**src/rtl/mem_arbiter.sv**
```systemverilog
// mem_arbiter: round-robin, burst-limited arbiter that shares one Avalon-MM
// SRAM port (mem_if) between M0 (stimulus reader) and M1 (result writer/host).
// Ports: clock, reset_n (async, active-low);
//   m0_*/m1_*  master ports (address, byteenable, read, write, writedata in;
//              readdata, readdataready, waitrequest out)
//   s_*        slave side towards mem_if
//   pend_count outstanding reads, rd_err sticky orphan-readdata flag
//   stat_m0/stat_m1/stat_cont statistics counters
// Optional feature: define MEM_ARB_STATS_EN to build saturating statistics
// counters; when undefined the stat_* outputs are tied to zero.
module mem_arbiter #(
    parameter int ADDR_WIDTH = 20,
    parameter int DATA_WIDTH = 16,
    parameter int BE_WIDTH   = DATA_WIDTH / 8,
    parameter int PEND_DEPTH = 8,
    parameter int PEND_WIDTH = 3,
    parameter int BURST_MAX  = 8,
    parameter int STAT_WIDTH = 16
) (
    input  logic                  clock,
    input  logic                  reset_n,
    input  logic [ADDR_WIDTH-1:0] m0_address,
    input  logic [BE_WIDTH-1:0]   m0_byteenable,
    input  logic                  m0_read,
    input  logic                  m0_write,
    input  logic [DATA_WIDTH-1:0] m0_writedata,
    output logic [DATA_WIDTH-1:0] m0_readdata,
    output logic                  m0_readdataready,
    output logic                  m0_waitrequest,
    input  logic [ADDR_WIDTH-1:0] m1_address,
    input  logic [BE_WIDTH-1:0]   m1_byteenable,
    input  logic                  m1_read,
    input  logic                  m1_write,
    input  logic [DATA_WIDTH-1:0] m1_writedata,
    output logic [DATA_WIDTH-1:0] m1_readdata,
    output logic                  m1_readdataready,
    output logic                  m1_waitrequest,
    output logic [ADDR_WIDTH-1:0] s_address,
    output logic [BE_WIDTH-1:0]   s_byteenable,
    output logic                  s_read,
    output logic                  s_write,
    output logic [DATA_WIDTH-1:0] s_writedata,
    input  logic [DATA_WIDTH-1:0] s_readdata,
    input  logic                  s_readdataready,
    input  logic                  s_waitrequest,
    output logic [PEND_WIDTH:0]   pend_count,
    output logic                  rd_err,
    output logic [STAT_WIDTH-1:0] stat_m0,
    output logic [STAT_WIDTH-1:0] stat_m1,
    output logic [STAT_WIDTH-1:0] stat_cont
);

    localparam int BW = $clog2(BURST_MAX + 1);

    typedef enum logic [1:0] {
        IDLE = 2'd0,
        GNT0 = 2'd1,
        GNT1 = 2'd2
    } state_t;

    state_t state_q, state_d;
    logic   last_gnt_q, last_gnt_d;

    logic [BW-1:0] burst_q, burst_d;
    logic [BW:0]   burst_inc;
    logic          burst_hit;
    logic [BW-1:0] burst_sat;

    logic req0, req1;
    logic gnt0, gnt1;

    logic [ADDR_WIDTH-1:0] g_addr;
    logic [BE_WIDTH-1:0]   g_be;
    logic [DATA_WIDTH-1:0] g_wdata;
    logic                  g_read;
    logic                  g_write;
    logic                  g_wait;

    logic                  accept;
    logic                  push;
    logic                  pop;
    logic                  fifo_full;
    logic                  fifo_empty;
    logic                  head_tag;

    logic [PEND_DEPTH-1:0] tag_mem;
    logic [PEND_WIDTH-1:0] wr_ptr;
    logic [PEND_WIDTH-1:0] rd_ptr;
    logic [PEND_WIDTH:0]   pend_q;
    logic                  rd_err_q;

    assign req0 = m0_read | m0_write;
    assign req1 = m1_read | m1_write;
    assign gnt0 = (state_q == GNT0);
    assign gnt1 = (state_q == GNT1);

    // Mux of the granted master; everything idles to zero in IDLE.
    always_comb begin
        g_addr  = '0;
        g_be    = '0;
        g_wdata = '0;
        g_read  = 1'b0;
        g_write = 1'b0;
        unique case (state_q)
            GNT0: begin
                g_addr  = m0_address;
                g_be    = m0_byteenable;
                g_wdata = m0_writedata;
                g_read  = m0_read;
                g_write = m0_write;
            end
            GNT1: begin
                g_addr  = m1_address;
                g_be    = m1_byteenable;
                g_wdata = m1_writedata;
                g_read  = m1_read;
                g_write = m1_write;
            end
            default: ;
        endcase
    end

    assign fifo_full  = (pend_q == (PEND_WIDTH+1)'(PEND_DEPTH));
    assign fifo_empty = (pend_q == '0);

    // Read wins over write; a read with no free tag slot is held off.
    assign s_read       = g_read & ~fifo_full;
    assign s_write      = g_write & ~g_read;
    assign s_address    = g_addr;
    assign s_byteenable = g_be;
    assign s_writedata  = g_wdata;

    assign g_wait         = s_waitrequest | (g_read & fifo_full);
    assign m0_waitrequest = gnt0 ? g_wait : 1'b1;
    assign m1_waitrequest = gnt1 ? g_wait : 1'b1;

    assign accept = (s_read | s_write) & ~s_waitrequest;
    assign push   = s_read & ~s_waitrequest;
    assign pop    = s_readdataready & ~fifo_empty;

    assign head_tag         = tag_mem[rd_ptr];
    assign m0_readdataready = pop & ~head_tag;
    assign m1_readdataready = pop & head_tag;
    assign m0_readdata      = s_readdata;
    assign m1_readdata      = s_readdata;

    assign pend_count = pend_q;
    assign rd_err     = rd_err_q;

    // Burst count including this cycle's accept; held at BURST_MAX so a
    // lone master can keep streaming without the counter wrapping.
    assign burst_inc = {1'b0, burst_q} + {{BW{1'b0}}, accept};
    assign burst_hit = (burst_inc >= (BW+1)'(BURST_MAX));
    assign burst_sat = burst_hit ? BW'(BURST_MAX) : burst_inc[BW-1:0];

    always_comb begin
        state_d    = state_q;
        last_gnt_d = last_gnt_q;
        burst_d    = burst_q;
        unique case (state_q)
            IDLE: begin
                if (req0 & req1) begin
                    state_d = last_gnt_q ? GNT0 : GNT1;
                end else if (req0) begin
                    state_d = GNT0;
                end else if (req1) begin
                    state_d = GNT1;
                end
            end
            GNT0: begin
                if (!req0 || (burst_hit && req1)) begin
                    last_gnt_d = 1'b0;
                    burst_d    = '0;
                    state_d    = req1 ? GNT1 : IDLE;
                end else begin
                    burst_d = burst_sat;
                end
            end
            GNT1: begin
                if (!req1 || (burst_hit && req0)) begin
                    last_gnt_d = 1'b1;
                    burst_d    = '0;
                    state_d    = req0 ? GNT0 : IDLE;
                end else begin
                    burst_d = burst_sat;
                end
            end
            default: state_d = IDLE;
        endcase
    end

    always_ff @(posedge clock or negedge reset_n) begin
        if (!reset_n) begin
            state_q    <= IDLE;
            last_gnt_q <= 1'b1;
            burst_q    <= '0;
        end else begin
            state_q    <= state_d;
            last_gnt_q <= last_gnt_d;
            burst_q    <= burst_d;
        end
    end

    // Tag FIFO: one bit per outstanding read naming the issuing master.
    always_ff @(posedge clock or negedge reset_n) begin
        if (!reset_n) begin
            tag_mem  <= '0;
            wr_ptr   <= '0;
            rd_ptr   <= '0;
            pend_q   <= '0;
            rd_err_q <= 1'b0;
        end else begin
            if (push) begin
                tag_mem[wr_ptr] <= gnt1;
                wr_ptr          <= wr_ptr + 1'b1;
            end
            if (pop) begin
                rd_ptr <= rd_ptr + 1'b1;
            end
            if (push && !pop) begin
                pend_q <= pend_q + 1'b1;
            end else if (pop && !push) begin
                pend_q <= pend_q - 1'b1;
            end
            if (s_readdataready && fifo_empty) begin
                rd_err_q <= 1'b1;
            end
        end
    end

`ifdef MEM_ARB_STATS_EN
    logic [STAT_WIDTH-1:0] cnt_m0_q;
    logic [STAT_WIDTH-1:0] cnt_m1_q;
    logic [STAT_WIDTH-1:0] cnt_cont_q;

    always_ff @(posedge clock or negedge reset_n) begin
        if (!reset_n) begin
            cnt_m0_q   <= '0;
            cnt_m1_q   <= '0;
            cnt_cont_q <= '0;
        end else begin
            if (accept && gnt0 && !(&cnt_m0_q)) begin
                cnt_m0_q <= cnt_m0_q + 1'b1;
            end
            if (accept && gnt1 && !(&cnt_m1_q)) begin
                cnt_m1_q <= cnt_m1_q + 1'b1;
            end
            if (req0 && req1 && !(&cnt_cont_q)) begin
                cnt_cont_q <= cnt_cont_q + 1'b1;
            end
        end
    end

    assign stat_m0   = cnt_m0_q;
    assign stat_m1   = cnt_m1_q;
    assign stat_cont = cnt_cont_q;
`else
    assign stat_m0   = '0;
    assign stat_m1   = '0;
    assign stat_cont = '0;
`endif

endmodule
```
**config.mk**
```make
export PLATFORM = sky130hd
export DESIGN_NAME = mem_arbiter
export DESIGN_NICKNAME = d
export VERILOG_FILES = /design/src/rtl/mem_arbiter.sv
export SDC_FILE = /design/constraint.sdc
export NUM_CORES = 1
export LEC_CHECK = 0
export BUFFER_PORTS_ARGS = -buffer_cell sky130_fd_sc_hd__buf_2
export CORE_AREA = 2 2 89 91
export DETAILED_ROUTE_END_ITERATION = 7
export DIE_AREA = 0 0 91 93
export PLACE_DENSITY = 0.84
export SYNTH_ARGS = -nofsm -noshare
export SYNTH_HDL_FRONTEND = slang
export SYNTH_SLANG_ARGS = --single-unit
```
**constraint.sdc**
```tcl
create_clock -name clock -period 4 [get_ports clock]
set_clock_uncertainty 0.1 [all_clocks]
set_input_delay 0.6 -clock clock [delete_from_list [all_inputs] [get_ports clock]]
set_output_delay 0.6 -clock clock [all_outputs]
set_load 0.02 [all_outputs]
```
; Yosys cells after proc, flatten, opt, wreduce, memory -nomap -nowiden
; Index checks and enable logic that the tools add are counted.
[totals]
ram_bits = 0
reg_bits = 26
latch_bits = 0
mem_count = 0
mem_bits_ro = 0
[classes]
n_lt_le_gt_ge = 4
muxes = 30
addsub = 5
shifts = 0
reduce_logical = 18
multipliers = 0
n_div = 0
bitwise_logic = 18
eq_ne = 6
[ops]
columns = operator, n
row1 = case mux 20 bit (2 select lines), 1
row2 = case mux 16 bit (2 select lines), 1
row3 = 2-to-1 mux 4 bit, 5
row4 = 2-to-1 mux 2 bit, 7
row5 = bitwise AND 1 bit, 9
row6 = bitwise mux 8 bit, 1
row7 = "< comparator 3 x 4 -> 1 bit, second input constant", 2
row8 = case mux 4 bit (2 select lines), 1
row9 = 2-to-1 mux 1 bit, 7
row10 = "adder 3 x 1 -> 3 bit, second input constant", 2
row11 = logical AND 1 bit, 6
row12 = case mux 1 bit (2 select lines), 3
row13 = case mux 2 bit (3 select lines), 1
row14 = AND reduction 3 bit, 2
row15 = adder 4 x 1 -> 5 bit, 1
row16 = ">= comparator 5 x 4 -> 1 bit, second input constant", 1
row17 = inverter 1 bit, 5
row18 = "adder 4 x 1 -> 4 bit, second input constant", 1
row19 = "equality test 4 bit, second input constant", 1
row20 = zero test 1 bit, 4
row21 = zero test 4 bit, 1
row22 = "inequality test 2 x 1 -> 1 bit, second input constant", 2
row23 = "inequality test 4 bit, second input constant", 1
row24 = bitwise OR 1 bit, 4
row25 = other kinds (10), 12

; Longest topological paths before layout
; Gate-level depths: netlist (run 1).
[depth]
ltp_word = 12
ltp_mapped = 13

; Worst setup path before layout (run 1)
; OpenSTA, ideal clock, no wires.
[synth_timing]
path_type = register to register
from = register state_q[0]
to = register state_q[1]
stages_incl_launch_ff = 13
t_required_ps = 3773
t_arrival_ps = 2865
path_slack_ps = 907
synth_period_minus_slack_ps = 3093
setup_ps = 127
cell_sequence = dfrtp_1 inv_1 ha_1 inv_2 nor3_1 nor2_1 nor2_1 ha_1 ha_1 nor2b_1 a2111o_1 o211a_1 mux2_1
[synth_between]
elab_cells_between_ends = 21
[synth_lines]
columns = element, line_no
row1 = from (decl), 61  ; state_t state_q, state_d;
row2 = from (signal assigned), 198  ; state_q <= state_d;
row3 = equality test 2 bit or equality test 2 x 1 -> 1 bit (tied branches), 104  ; unique case (state_q)
row4 = case mux 1 bit (2 select lines) (*), 104
row5 = bitwise AND 1 bit (*), 127  ; assign s_read = g_read & ~fifo_full;
row6 = net s_read, 40  ; output logic s_read,
row7 = bitwise OR 1 bit (*), 137  ; assign accept = (s_read | s_write) & ~s_waitrequest;
row8 = bitwise AND 1 bit (*), 137
row9 = adder 4 x 1 -> 5 bit (*), 152  ; assign burst_inc = {1'b0, burst_q} + {{BW{1'b0}}, accept};
row10 = >= comparator 5 x 4 -> 1 bit (*), 153  ; assign burst_hit = (burst_inc >= (BW+1)'(BURST_MAX));
row11 = logical AND 1 bit (on tied branches), "180, 171"
row12 = logical OR 1 bit (on tied branches), "180, 171"
row13 = inequality test 2 x 1 -> 1 bit (no source line), --
row14 = AND reduction 3 bit (no source line) (*), --
; The timed path passes the listed nets; every way through them passes the cells marked *.
; A chain may end at the register's enable or synchronous reset.

; Final worst setup path (run 1)
[layout_timing]
from = register state_q[0]
to = register state_q[1]
[layout_between]
elab_chain_len = 12
elab_cells_between_ends = 21
[layout_rtl]
columns = element, line_no
row1 = equality test 2 bit (*), --
row2 = net gnt1, 70  ; logic gnt0, gnt1;
row3 = case mux 1 bit (2 select lines), 104
row4 = inverter 1 bit, 128  ; assign s_write = g_write & ~g_read;
row5 = bitwise AND 1 bit, 128
row6 = bitwise OR 1 bit, 137
row7 = bitwise AND 1 bit, 137
row8 = adder 4 x 1 -> 5 bit, 152
row9 = >= comparator 5 x 4 -> 1 bit, 153
row10 = logical AND 1 bit (on tied branches), "180, 171"
row11 = logical OR 1 bit (on tied branches), "180, 171"
row12 = inequality test 2 x 1 -> 1 bit (no source line), --
row13 = AND reduction 3 bit (no source line), --
; Marks and branches as above.

==> Flow_metrics.wiki, run 1 <==
{| class="wikitable"
! Metric !! Value
|-
| Pin count of the biggest net entering global routing || between 40 and 50
|-
| Buffer cell driving the clock tree root || clkbuf_8
|-
| Cell family with the largest share of critical-path delay || adder cells
|-
| Area of the multi-input gates || 1550 um^2
|-
| Setup repair after global routing missed its margin || no
|-
| Outcome || finished, final reports clean
|-
| Post_cts resized || 0
|-
| Library cell contributing the largest single delay on the critical path || ha_2
|-
| Post-route setup TNS || 0 ns
|-
| Cts hold-fix bufs || 0
|-
| Final-report hold violation count || 0
|-
| Insertion delay of the later-clocked pin in the worst-skew pair || 0.28 ns
|-
| Critical path start-end classification || flip-flop to flip-flop
|-
| Leakage dissipation || 1.65 nW
|-
| Ys flop type || dfrtp_1
|-
| Deepest level of the CTS H-tree || 1
|-
| Detail-routed net length per standard cell || between 10 and 15 um
|-
| Number of setup buffers added after CTS || 0
|-
| Cells after synthesis || 320
|-
| Worst Tran Pin Value || 0.620 ns
|-
| Buffering stage count on the worst path with inverters included || 1
|-
| Worst Setup Start Kind || flip-flop
|-
| Maximum achievable frequency || a little over 0.3 GHz
|-
| Count of boundary I/O pins || 229
|-
| Relative slew slack || 0.582
|-
| Number of core rows || 32
|-
| Final worst-path cycle share || 0.810
|-
| Hold crit path type || input port to async pin
|-
| Post-synthesis instance area || 2730 um^2
|-
| Final ANT Viol Nets || 0
|-
| Total via count in the routed design || 2445
|-
| Mapped Avg Cell Area || 8.54 um^2
|-
| Cts bufs inserted || 3
|-
| DR DRC count || 0
|-
| Crit path cell chain || inv_1 > ha_2 > a22oi_2 > nor3_1 > nor2_1 > nor2_1 > ha_1 > ha_1 > nor2b_1 > a2111o_1 > o211a_1 > mux2_1
|-
| Layout cells sized above 1 || 0.377
|-
| Detailed Route Iter0 Violations || 75
|-
| Number of port buffers || 132
|-
| Detailed-routing iteration count for the pre-antenna-repair pass || 4
|-
| Largest fanout on the critical path || 31
|-
| Endpoint required time on the critical path || 4.07 ns
|-
| Sequential cell area fraction in the yosys report || 0.239
|-
| Die height || between 90 and 100 um
|-
| Top cell type's share of synthesized area || 0.229
|-
| Floorplan die width || a little over 90 um
|-
| Footprint of the flip-flops and latches || 652 um^2
|-
| Biggest area consumer among synthesized cells || dfrtp_1
|-
| Final layout net count || 522
|-
| Number of clock sinks || 26
|-
| Final Setup Violations || 0
|-
| Vias in the first global route || roughly 2300
|-
| Number of enable-type register cells in the synthesized netlist || 0
|-
| Post-Route WL || 6.69 mm
|-
| HPWL reported at the end of detailed placement || about 5.4 mm
|-
| Synthesis-to-finish area growth || 13.6%
|-
| Core Box Area || around 7500 um^2
|-
| Peak ir drop on the vdd network || 0.311 mV
|-
| Number of inserted diodes || 0
|-
| Async set or reset register ratio after synthesis || 1.00
|-
| All-layer global routing usage || 0.154
|-
| Critical path endpoint category || flip-flop
|-
| Total congestion overflow after global routing || 0
|-
| Overall die area || approximately 8500 um^2
|-
| Clock-pin slew of the registers on the worst-case setup and hold paths || 0.09 ns
|-
| Starting Density || 0.363
|-
| Clk buf depth || 2
|-
| Reg2Reg Setup Slack || 0.76 ns
|-
| Total of flip-flops plus latches after synthesis || 26
|-
| Number of distinct library cell variants in the gate-level netlist after synthesis || between 50 and 60
|-
| Largest stage delay, worst path || 0.53 ns
|-
| RD Place Congestion || 0.869
|-
| Via count normalized by instance count || 4.78
|-
| Number of antenna violations at the first check in global routing || 0
|-
| Global-route wire length before repair || ~11 mm
|-
| Dominant cells by area after synthesis || dfrtp_1, buf_4, a22oi_1, nor2_1, ha_1
|-
| Power density cells || 659 nW/um^2
|-
| TritonCTS clock tree || done
|-
| Critical path arrival || 3.31 ns
|-
| Final-layout fill cell count || about 760
|-
| Reported max-cap violation count || 0
|-
| Synth Warn # || 0
|-
| Final-report max-slew violation count || 0
|-
| Final Util || 0.413
|-
| Crit path time final || 3.24 ns
|}
[worst reg2reg max path: stages, from the launching register on]
cell and delay (ns):
dfrtp_1 0.43, inv_1 0.10, ha_2 0.54, a22oi_2 0.18, nor3_1 0.27, nor2_1 0.08, nor2_1 0.11, ha_1 0.20
ha_1 0.20, nor2b_1 0.07, a2111o_1 0.40, o211a_1 0.14, mux2_1 0.32
[routing by layer]
| layer | GRT usage | part of all wire | up-vias |
|---|---|---|---|
| li1 | - | - | 1175 |
| met1 | 0.184 | 0.40 | 1154 |
| met2 | 0.283 | 0.50 | 101 |
| met3 | 0.0363 | 0.078 | 15 |
| met4 | 0.0328 | 0.014 | 0 |
| met5 | 0 | 0 | - |
[kinds of logic after synthesis]
kind of cell | share of synthesized area
and+or+nand+nor | 0.155
adders and majority gates | 0.0577
xor gates and xnor gates | 0.0224
buffers and inverters | 0.258
AOI/OAI and AO/OA | 0.190
muxes | 0.0769
other | 0.00137
DFF | 0.239
[power breakdown]
part | switching, mW | internal, mW | leakage (nW) | total, mW
combinational | 0.869 | 0.515 | 1.29 | 1.38
clock | 0.0865 | 0.0882 | 0.0288 | 0.175
sequential | 0.130 | 0.359 | 0.327 | 0.488
total | 1.09 | 0.962 | 1.65 | 2.05
[path summary, 6_finish.rpt]
check / endpoint / startpoint / cells past startpoint
max: state_q[1] / state_q[0] / 12
min: rd_ptr[2] / reset_n / 1
max reg2reg: state_q[1] / state_q[0] / 12
min reg2reg: rd_err / rd_err / 1
max in group asynchronous: tag_mem[7] / reset_n / 1
min in group clock: rd_err / rd_err / 1
[synthesized netlist by cell type (2+ instances only)]
cell / n
buf_4: 81
nor2_1: 48
a22oi_1: 38
dfrtp_1: 25
clkbuf_1: 15
ha_1: 11
nand2_1: 11
mux2_1: 10
o21ai_0: 7
inv_1: 6
xnor2_1: 6
a21o_1: 4
a21oi_1: 4
and3_1: 3
mux2i_1: 3
nand4b_1: 3
nor2b_1: 3
nor3_1: 3
mux2_2: 2
mux4_2: 2
nand3b_1: 2
o2bb2ai_1: 2
[area by class of cell]
| type | count | area share |
|---|---|---|
| multi-input cells | 236 | 0.500 |
| repair buffers | 136 | 0.222 |
| flip-flops and latches | 26 | 0.210 |
| well taps | 102 | 0.0411 |
| clock buffers | 4 | 0.0177 |
| inverters | 7 | 0.00846 |
[stage by stage]
stage / power (mW) / hold slack (ns) / setup slack, ns / cell area, um^2 / std cells
floorplan: 1.58 / 0.204 / 0.907 / 2910 / 367
global placement: 1.83 / 0.333 / 0.925 / 3050 / 507
detailed placement: 1.88 / 0.344 / 0.759 / 3050 / 507
CTS: 2.06 / 0.233 / 0.748 / 3110 / 511
global route: 2.23 / 0.257 / 0.514 / 3110 / 511
finish: 2.05 / 0.216 / 0.760 / 3110 / 511
[layout by cell type, fill, tap and decap left out, drive strengths merged, types with 3 or more instances in the layout]
cell type and count:
clkbuf 4, a22oi 39, a21oi 4, mux2i 3
nand4b 3, a21o 4, xnor2 6, nor2 49
nor3 3, buf 136, nor2b 3, ha 11
mux2 12, conb 48, dfrtp 25, o21ai 7
inv 7, nand2 11, and3 3
[sequential cells by signal, indices dropped and copies added, names as in the netlist]
register    cells
burst_q         4
last_gnt_q      1
pend_count      4
rd_err          1
rd_ptr          3
state_q         2
tag_mem         8
wr_ptr          3
Note: power is estimated with default switching activity, not from simulation.
==> inputs of run 2 (changes only) <==
Clock period 4 ns to 3 ns, I/O delays scaled along.
==> run 2 against run 1 <==
Compared with the run above:
- die area did not move
- cell count rose by 0.98%
- sequential power rose by 31%
- first-iteration DRC count rose by 20%
- total power rose by 40%
- sequential share of layout area fell by 0.44 points
- register-to-register slack got worse by 0.60 ns
- sequential cell count did not move
- critical endpoint unchanged
- largest cell class unchanged
==> Flow_metrics.wiki, run 2 (synthesis gave the netlist of run 1 again) <==
{| class="wikitable"
! Metric !! Value
|-
| Die height || 93 um (unchanged)
|-
| Final layout net count || 527 (was 522)
|-
| Placed inst area || 3080 um^2 (was 3050 um^2)
|-
| Outcome || finished, final reports clean (unchanged)
|-
| Clock-pin slew of the registers on the worst-case setup and hold paths || 0.10 ns (was 0.09 ns)
|-
| Number of port buffers || 132 (unchanged)
|-
| Worst Tran Pin Value || 0.595 ns (was 0.620 ns)
|-
| Worst Setup Start Kind || flip-flop (unchanged)
|-
| Hold crit path type || input port to async pin (unchanged)
|-
| Number of antenna violations at the first check in global routing || 0 (unchanged)
|-
| Leading cell type in the layout, fill and taps excluded || buf_2 (unchanged)
|-
| DR DRC count || 0 (unchanged)
|-
| Number of inserted diodes || 0 (unchanged)
|-
| All-layer global routing usage || 0.153 (was 0.154)
|-
| Overall die area || 8460 um^2 (unchanged)
|-
| Final-layout fill cell count || 768 (was 757)
|-
| Total via count in the routed design || 2468 (was 2445)
|-
| Number of flip-flops in the largest register || 8 (unchanged)
|-
| Clk buf depth || 2 (unchanged)
|-
| Final ANT Viol Nets || 0 (unchanged)
|-
| Crit path time final || 2.84 ns (was 3.24 ns)
|-
| Reported max-cap violation count || 0 (unchanged)
|-
| Area of the multi-input gates || 1570 um^2 (was 1550 um^2)
|-
| Critical path endpoint category || flip-flop (unchanged)
|-
| Final-report max-slew violation count || 0 (unchanged)
|-
| Detail-routed net length per standard cell || 13.3 um (was 13.1 um)
|-
| Power density cells || 902 nW/um^2 (was 659 nW/um^2)
|-
| Relative slew slack || 0.603 (was 0.582)
|-
| Reg2Reg Setup Slack || 0.16 ns (was 0.76 ns)
|-
| Leakage dissipation || 1.67 nW (was 1.65 nW)
|-
| Cts bufs inserted || 3 (unchanged)
|-
| Final-report hold violation count || 0 (unchanged)
|-
| RD Place Congestion || 0.812 (was 0.869)
|-
| Top library cells by usage in the layout, fill and taps aside || buf_2, nor2_1, conb_1 (unchanged)
|-
| Count of boundary I/O pins || 229 (unchanged)
|-
| Detailed-routing iteration count for the pre-antenna-repair pass || 4 (unchanged)
|-
| Peak ir drop on the vdd network || 0.468 mV (was 0.311 mV)
|-
| Critical path start-end classification || flip-flop to flip-flop (unchanged)
|-
| Synthesis-to-finish area growth || 16.1% (was 13.6%)
|-
| Number of clock sinks || 26 (unchanged)
|-
| Via count normalized by instance count || 4.78 (about the same)
|-
| Crit path setup slack, layout || 0.162 ns (was 0.760 ns)
|-
| Number of core rows || 32 (unchanged)
|-
| Maximum achievable frequency || 0.352 GHz (was 0.309 GHz)
|-
| Largest fanout on the critical path || 9 (was 31)
|-
| Critical path arrival || 2.91 ns (was 3.31 ns)
|-
| Detailed Route Iter0 Violations || 90 (was 75)
|-
| Final Cell Area || 3170 um^2 (was 3110 um^2)
|-
| Final worst-path cycle share || 0.946 (was 0.810)
|-
| Endpoint required time on the critical path || 3.07 ns (was 4.07 ns)
|-
| Post-Route Hold Slack || 0.0655 ns (was 0.216 ns)
|-
| Largest register by flop count || tag_mem (unchanged)
|-
| Layout cells sized above 1 || 0.396 (was 0.377)
|-
| Vias in the first global route || 2265 (was 2277)
|-
| Core Box Area || 7530 um^2 (unchanged)
|-
| Final Util || 0.421 (was 0.413)
|-
| Deepest level of the CTS H-tree || 1 (unchanged)
|-
| Post-Route WL || 6.85 mm (was 6.69 mm)
|-
| Floorplan die width || 91 um (unchanged)
|-
| Buffer cell driving the clock tree root || clkbuf_8 (unchanged)
|-
| Insertion delay of the later-clocked pin in the worst-skew pair || 0.28 ns (about the same)
|-
| Final Setup Violations || 0 (unchanged)
|-
| Total congestion overflow after global routing || 0 (unchanged)
|-
| Minimum setup slack after placement || 0.0879 ns (was 0.759 ns)
|-
| Post-route setup TNS || 0 ns (unchanged)
|-
| Footprint of the flip-flops and latches || 652 um^2 (unchanged)
|-
| TritonCTS clock tree || done (unchanged)
|-
| Starting Density || 0.363 (unchanged)
|-
| Pin count of the biggest net entering global routing || 50 (was 45)
|-
| Global-route wire length before repair || 11.0 mm (was 10.9 mm)
|-
| HPWL reported at the end of detailed placement || 5.52 mm (was 5.38 mm)
|}
-- run 2: cell count changes in the layout (fill, tap and decap cells not counted) --
cell and change:
nor3_1 -1, ha_2 +3, inv_2 +1, inv_1 -1, nor3_2 +1, bufinv_16 +1, buf_4 +5, clkbuf_8 -1
ha_1 -3
-- run 2: per-stage QoR --
stage / cells / total power [mW]
floorplan: 367 / 2.11
global placement: 510 / 2.49
detailed placement: 510 / 2.56
CTS: 514 / 2.86
global route: 516 / 3.10
finish: 516 / 2.86
-- run 2: timing repair --
action	in CTS	in global routing
buffers inserted	0	2
hold buffers	0	0
setup endpoints to repair	0	2
resized for setup	0	4
-- run 2: area by class of cell --
type	count	share of cell area
clock buffers	3	0.0130
clock inverters	1	0.00947
repair buffers	141	0.230
inverters	7	0.00828
well taps	102	0.0402
multi-input cells	236	0.494
flip-flops and latches	26	0.206
-- run 2: metal layers --
layer / wire length [um] / part of all wire / vias to the layer above / global-route usage
met5: 0 / 0 / - / 0
met4: 50 / 0.0073 / 0 / 0.0278
met3: 449 / 0.066 / 9 / 0.0218
met2: 3480 / 0.51 / 121 / 0.280
met1: 2870 / 0.42 / 1152 / 0.193
li1: - / - / 1186 / -
-- run 2: final timing paths --
| path | from | endpoint | cells past startpoint |
|---|---|---|---|
| worst min-delay path | reset_n | pend_count[0] | 1 |
| worst max-delay path | state_q[0] | state_q[1] | 13 |
| max in group asynchronous | reset_n | wr_ptr[2] | 1 |
| min in group clock | s_readdataready | rd_err | 2 |
| worst max register to register | state_q[0] | state_q[1] | 13 |
| worst min register to register | rd_err | rd_err | 1 |
-- run 2: critical path, stage by stage (launching register included) --
cell and delay (ns):
dfrtp_1 0.43, inv_2 0.08, ha_2 0.20, buf_4 0.16, a22o_1 0.13, and3_1 0.17, nor2_1 0.04, nor2_1 0.10
ha_2 0.21, ha_2 0.19, nor2b_1 0.06, a2111o_1 0.40, o211a_1 0.16, mux2_1 0.31
-- run 2: where the power goes --
part	switching [mW]	internal, mW	total, mW
Sequential	0.160	0.478	0.638
Clock	0.119	0.179	0.297
Combinational	1.20	0.724	1.93
Total	1.48	1.38	2.86
==> inputs of run 3 (changes only) <==
==> constraint.sdc (replaced) <==
create_clock -name clock -period 3 [get_ports clock]
set_clock_uncertainty 0.1 [all_clocks]
set_input_delay 0.6 -clock clock [delete_from_list [all_inputs] [get_ports clock]]
set_output_delay 0.6 -clock clock [all_outputs]
set_load 0.02 [all_outputs]
==> run 3 against run 2 <==
Compared with the run above:
- global-route usage rose by 1.1 points
- sequential power increased by 3.9%
- sequential cell count stayed put
- register-to-register slack got worse by 0.098 ns
- worst hold slack gained 0.14 ns
- non-clock buffer count rose by 1
- clock-buffer cell count unchanged
- critical path type unchanged
- highest routed layer unchanged
==> Flow_metrics.wiki, run 3 (synthesis gave the netlist of run 1 again) <==
{| class="wikitable"
! Metric !! Value
|-
| Vias in the first global route || 2392 (was 2265)
|-
| Final Setup Violations || 0 (unchanged)
|-
| Buffer cell driving the clock tree root || clkbuf_8 (unchanged)
|-
| Number of core rows || 32 (unchanged)
|-
| Library cell contributing the largest single delay on the critical path || dfrtp_2 (was dfrtp_1)
|-
| HPWL reported at the end of detailed placement || 5.84 mm (was 5.52 mm)
|-
| Relative slew slack || 0.611 (was 0.603)
|-
| Deepest level of the CTS H-tree || 1 (unchanged)
|-
| Final Cell Area || 3220 um^2 (was 3170 um^2)
|-
| Total congestion overflow after global routing || 0 (unchanged)
|-
| Reported max-cap violation count || 0 (unchanged)
|-
| Clk buf depth || 2 (unchanged)
|-
| Critical path start-end classification || flip-flop to flip-flop (unchanged)
|-
| Cts bufs inserted || 3 (unchanged)
|-
| RD Place Congestion || 0.857 (was 0.812)
|-
| Via count normalized by instance count || 4.90 (was 4.78)
|-
| Final Util || 0.428 (was 0.421)
|-
| Footprint of the flip-flops and latches || 654 um^2 (was 652 um^2)
|-
| Maximum achievable frequency || 0.341 GHz (was 0.352 GHz)
|-
| Number of flip-flops in the largest register || 8 (unchanged)
|-
| Final Instance Count excl. Fillers || 517 (was 516)
|-
| Worst Setup Start Kind || flip-flop (unchanged)
|-
| Critical path arrival || 2.99 ns (was 2.91 ns)
|-
| Number of antenna violations at the first check in global routing || 0 (unchanged)
|-
| Count of boundary I/O pins || 229 (unchanged)
|-
| Crit Reg-Reg Startpoint || state_q[0] (unchanged)
|-
| Largest fanout on the critical path || 4 (was 9)
|-
| Number of inserted diodes || 0 (unchanged)
|-
| Final-report hold violation count || 0 (unchanged)
|-
| Detailed-routing iteration count for the pre-antenna-repair pass || 5 (was 4)
|-
| Overall die area || 8460 um^2 (unchanged)
|-
| Minimum setup slack after placement || 0.0343 ns (was 0.0879 ns)
|-
| Final layout net count || 528 (was 527)
|-
| Clock-pin slew of the registers on the worst-case setup and hold paths || 0.09 ns (was 0.10 ns)
|-
| Switching share of total power || 0.519 (was 0.517)
|-
| Core Box Area || 7530 um^2 (unchanged)
|-
| Reg2Reg Setup Slack || 0.06 ns (was 0.16 ns)
|-
| Insertion delay of the later-clocked pin in the worst-skew pair || 0.28 ns (about the same)
|-
| Total via count in the routed design || 2534 (was 2468)
|-
| All-layer global routing usage || 0.164 (was 0.153)
|-
| Synthesis-to-finish area growth || 17.9% (was 16.1%)
|-
| Largest stage delay, worst path || 0.47 ns (was 0.43 ns)
|-
| Worst Tran Pin Value || 0.583 ns (was 0.595 ns)
|-
| Final-layout fill cell count || 761 (was 768)
|-
| Starting Density || 0.363 (unchanged)
|-
| Placed inst area || 3090 um^2 (was 3080 um^2)
|-
| Switching pwr || 1.53 mW (was 1.48 mW)
|-
| Endpoint required time on the critical path || 3.06 ns (was 3.07 ns)
|-
| Detailed Route Iter0 Violations || 104 (was 90)
|-
| Total instance count after detailed placement || 511 (was 510)
|-
| Clock power share || 0.100 (was 0.104)
|-
| Crit path cell chain || inv_4 > ha_4 > a22oi_2 > buf_4 > nor3_4 > nor2_1 > nor2_1 > ha_2 > ha_2 > nor2b_1 > a2111o_1 > o211a_1 > mux2_1 (was inv_2 > ha_2 > buf_4 > a22o_1 > and3_1 > nor2_1 > nor2_1 > ha_2 > ha_2 > nor2b_1 > a2111o_1 > o211a_1 > mux2_1)
|-
| Post-Route WL || 7.29 mm (was 6.85 mm)
|-
| Crit path time final || 2.94 ns (was 2.84 ns)
|-
| Largest register by flop count || tag_mem (unchanged)
|-
| Pin count of the biggest net entering global routing || 48 (was 50)
|-
| Top library cells by usage in the layout, fill and taps aside || buf_2, nor2_1, conb_1 (unchanged)
|-
| Final worst-path cycle share || 0.979 (was 0.946)
|-
| Depth of the worst register-to-register path || 13 (unchanged)
|-
| Cts hold-fix bufs || 0 (unchanged)
|-
| Outcome || finished, final reports clean (unchanged)
|-
| P_int || 1.42 mW (was 1.38 mW)
|-
| Layout cells sized above 1 || 0.407 (was 0.396)
|-
| Combinational power share || 0.676 (was 0.673)
|-
| DR DRC count || 0 (unchanged)
|-
| Leakage dissipation || 1.68 nW (was 1.67 nW)
|-
| Final ANT Viol Nets || 0 (unchanged)
|-
| Die height || 93 um (unchanged)
|-
| Area of the multi-input gates || 1610 um^2 (was 1570 um^2)
|-
| Number of port buffers || 132 (unchanged)
|-
| Post-route setup TNS || 0 ns (unchanged)
|-
| Peak ir drop on the vdd network || 0.427 mV (was 0.468 mV)
|-
| TritonCTS clock tree || done (unchanged)
|-
| Final-report max-slew violation count || 0 (unchanged)
|-
| Leading cell type in the layout, fill and taps excluded || buf_2 (unchanged)
|-
| Hold crit path type || input port to async pin (unchanged)
|-
| Floorplan die width || 91 um (unchanged)
|-
| Reg-to-Reg End || state_q[1] (unchanged)
|-
| Part of the power in registers || 0.224 (was 0.223)
|-
| Power density cells || 917 nW/um^2 (was 902 nW/um^2)
|-
| Number of clock sinks || 26 (unchanged)
|-
| Crit path setup slack, layout || 0.0636 ns (was 0.162 ns)
|-
| Critical path endpoint category || flip-flop (unchanged)
|-
| Detail-routed net length per standard cell || 14.1 um (was 13.3 um)
|-
| Global-route wire length before repair || 11.6 mm (was 11.0 mm)
|}
==> run 3: changes by cell type in the layout (fill, tap and decap cells not counted), sizes merged <==
cell and delta:
buf +1
==> run 3: power groups by stage <==
stage / logic (mW) / clock network (mW) / registers [mW]
3_3_place_gp: 1.85 / 0 / 0.650
4_1_cts: 1.92 / 0.298 / 0.656
3_5_place_dp: 1.91 / 0 / 0.662
2_1_floorplan: 1.46 / 0 / 0.643
6_report: 2.00 / 0.295 / 0.663
5_1_grt: 2.19 / 0.311 / 0.689
==> run 3: worst max-delay path by stage <==
stage | slack [ns] | start | endpoint
after floorplan | 0.03 | state_q[0] | state_q[1]
after global placement | 0.22 | m0_read | state_q[1]
after detailed placement | 0.03 | state_q[1] | state_q[1]
after CTS | 0.004 | state_q[1] | state_q[1]
after global routing | -0.06 | state_q[0] | state_q[1]
final | 0.06 | state_q[0] | state_q[1]
==> run 3: layout make-up <==
| cell class | instances | area share |
|---|---|---|
| timing repair buffer | 142 | 0.228 |
| multi-input combinational | 236 | 0.498 |
| clock buffer | 3 | 0.0128 |
| clock inverter | 1 | 0.00932 |
| inverter | 7 | 0.00893 |
| sequential | 26 | 0.203 |
| tap | 102 | 0.0396 |
==> run 3: timing repair <==
| item | 4_1_cts | 5_1_grt |
|---|---|---|
| resized for setup | 1 | 12 |
| pin swaps | 0 | 0 |
| endpoints found under the setup margin | 1 | 3 |
| buffers inserted | 0 | 2 |
==> run 3: critical path, delay by kind of cell, from the launching register on <==
kind	cells	cell delay, ns
multiplexers	1	0.33
AND/OR/NAND/NOR	4	0.44
adder cells (fa/ha/maj)	3	0.56
buffers and inverters	2	0.27
flip-flops	1	0.47
AO/OA/AOI/OAI	3	0.64
==> run 3: metrics by stage <==
step | hold WS, ns | power [mW]
after floorplan | 0.204 | 2.11
after global placement | 0.339 | 2.50
after detailed placement | 0.348 | 2.57
after CTS | 0.232 | 2.88
after global routing | 0.265 | 3.19
final | 0.207 | 2.96
==> run 3: per-layer routing <==
metal  vias to the layer above  global-route usage  wire length, um  share of wire
met4                         0              0.0366              121          0.017
met2                       135               0.299             3730           0.51
li1                       1190                   -                -              -
met5                         -                   0                0              0
met3                        11              0.0266              537          0.074
met1                      1198               0.202             2900           0.40
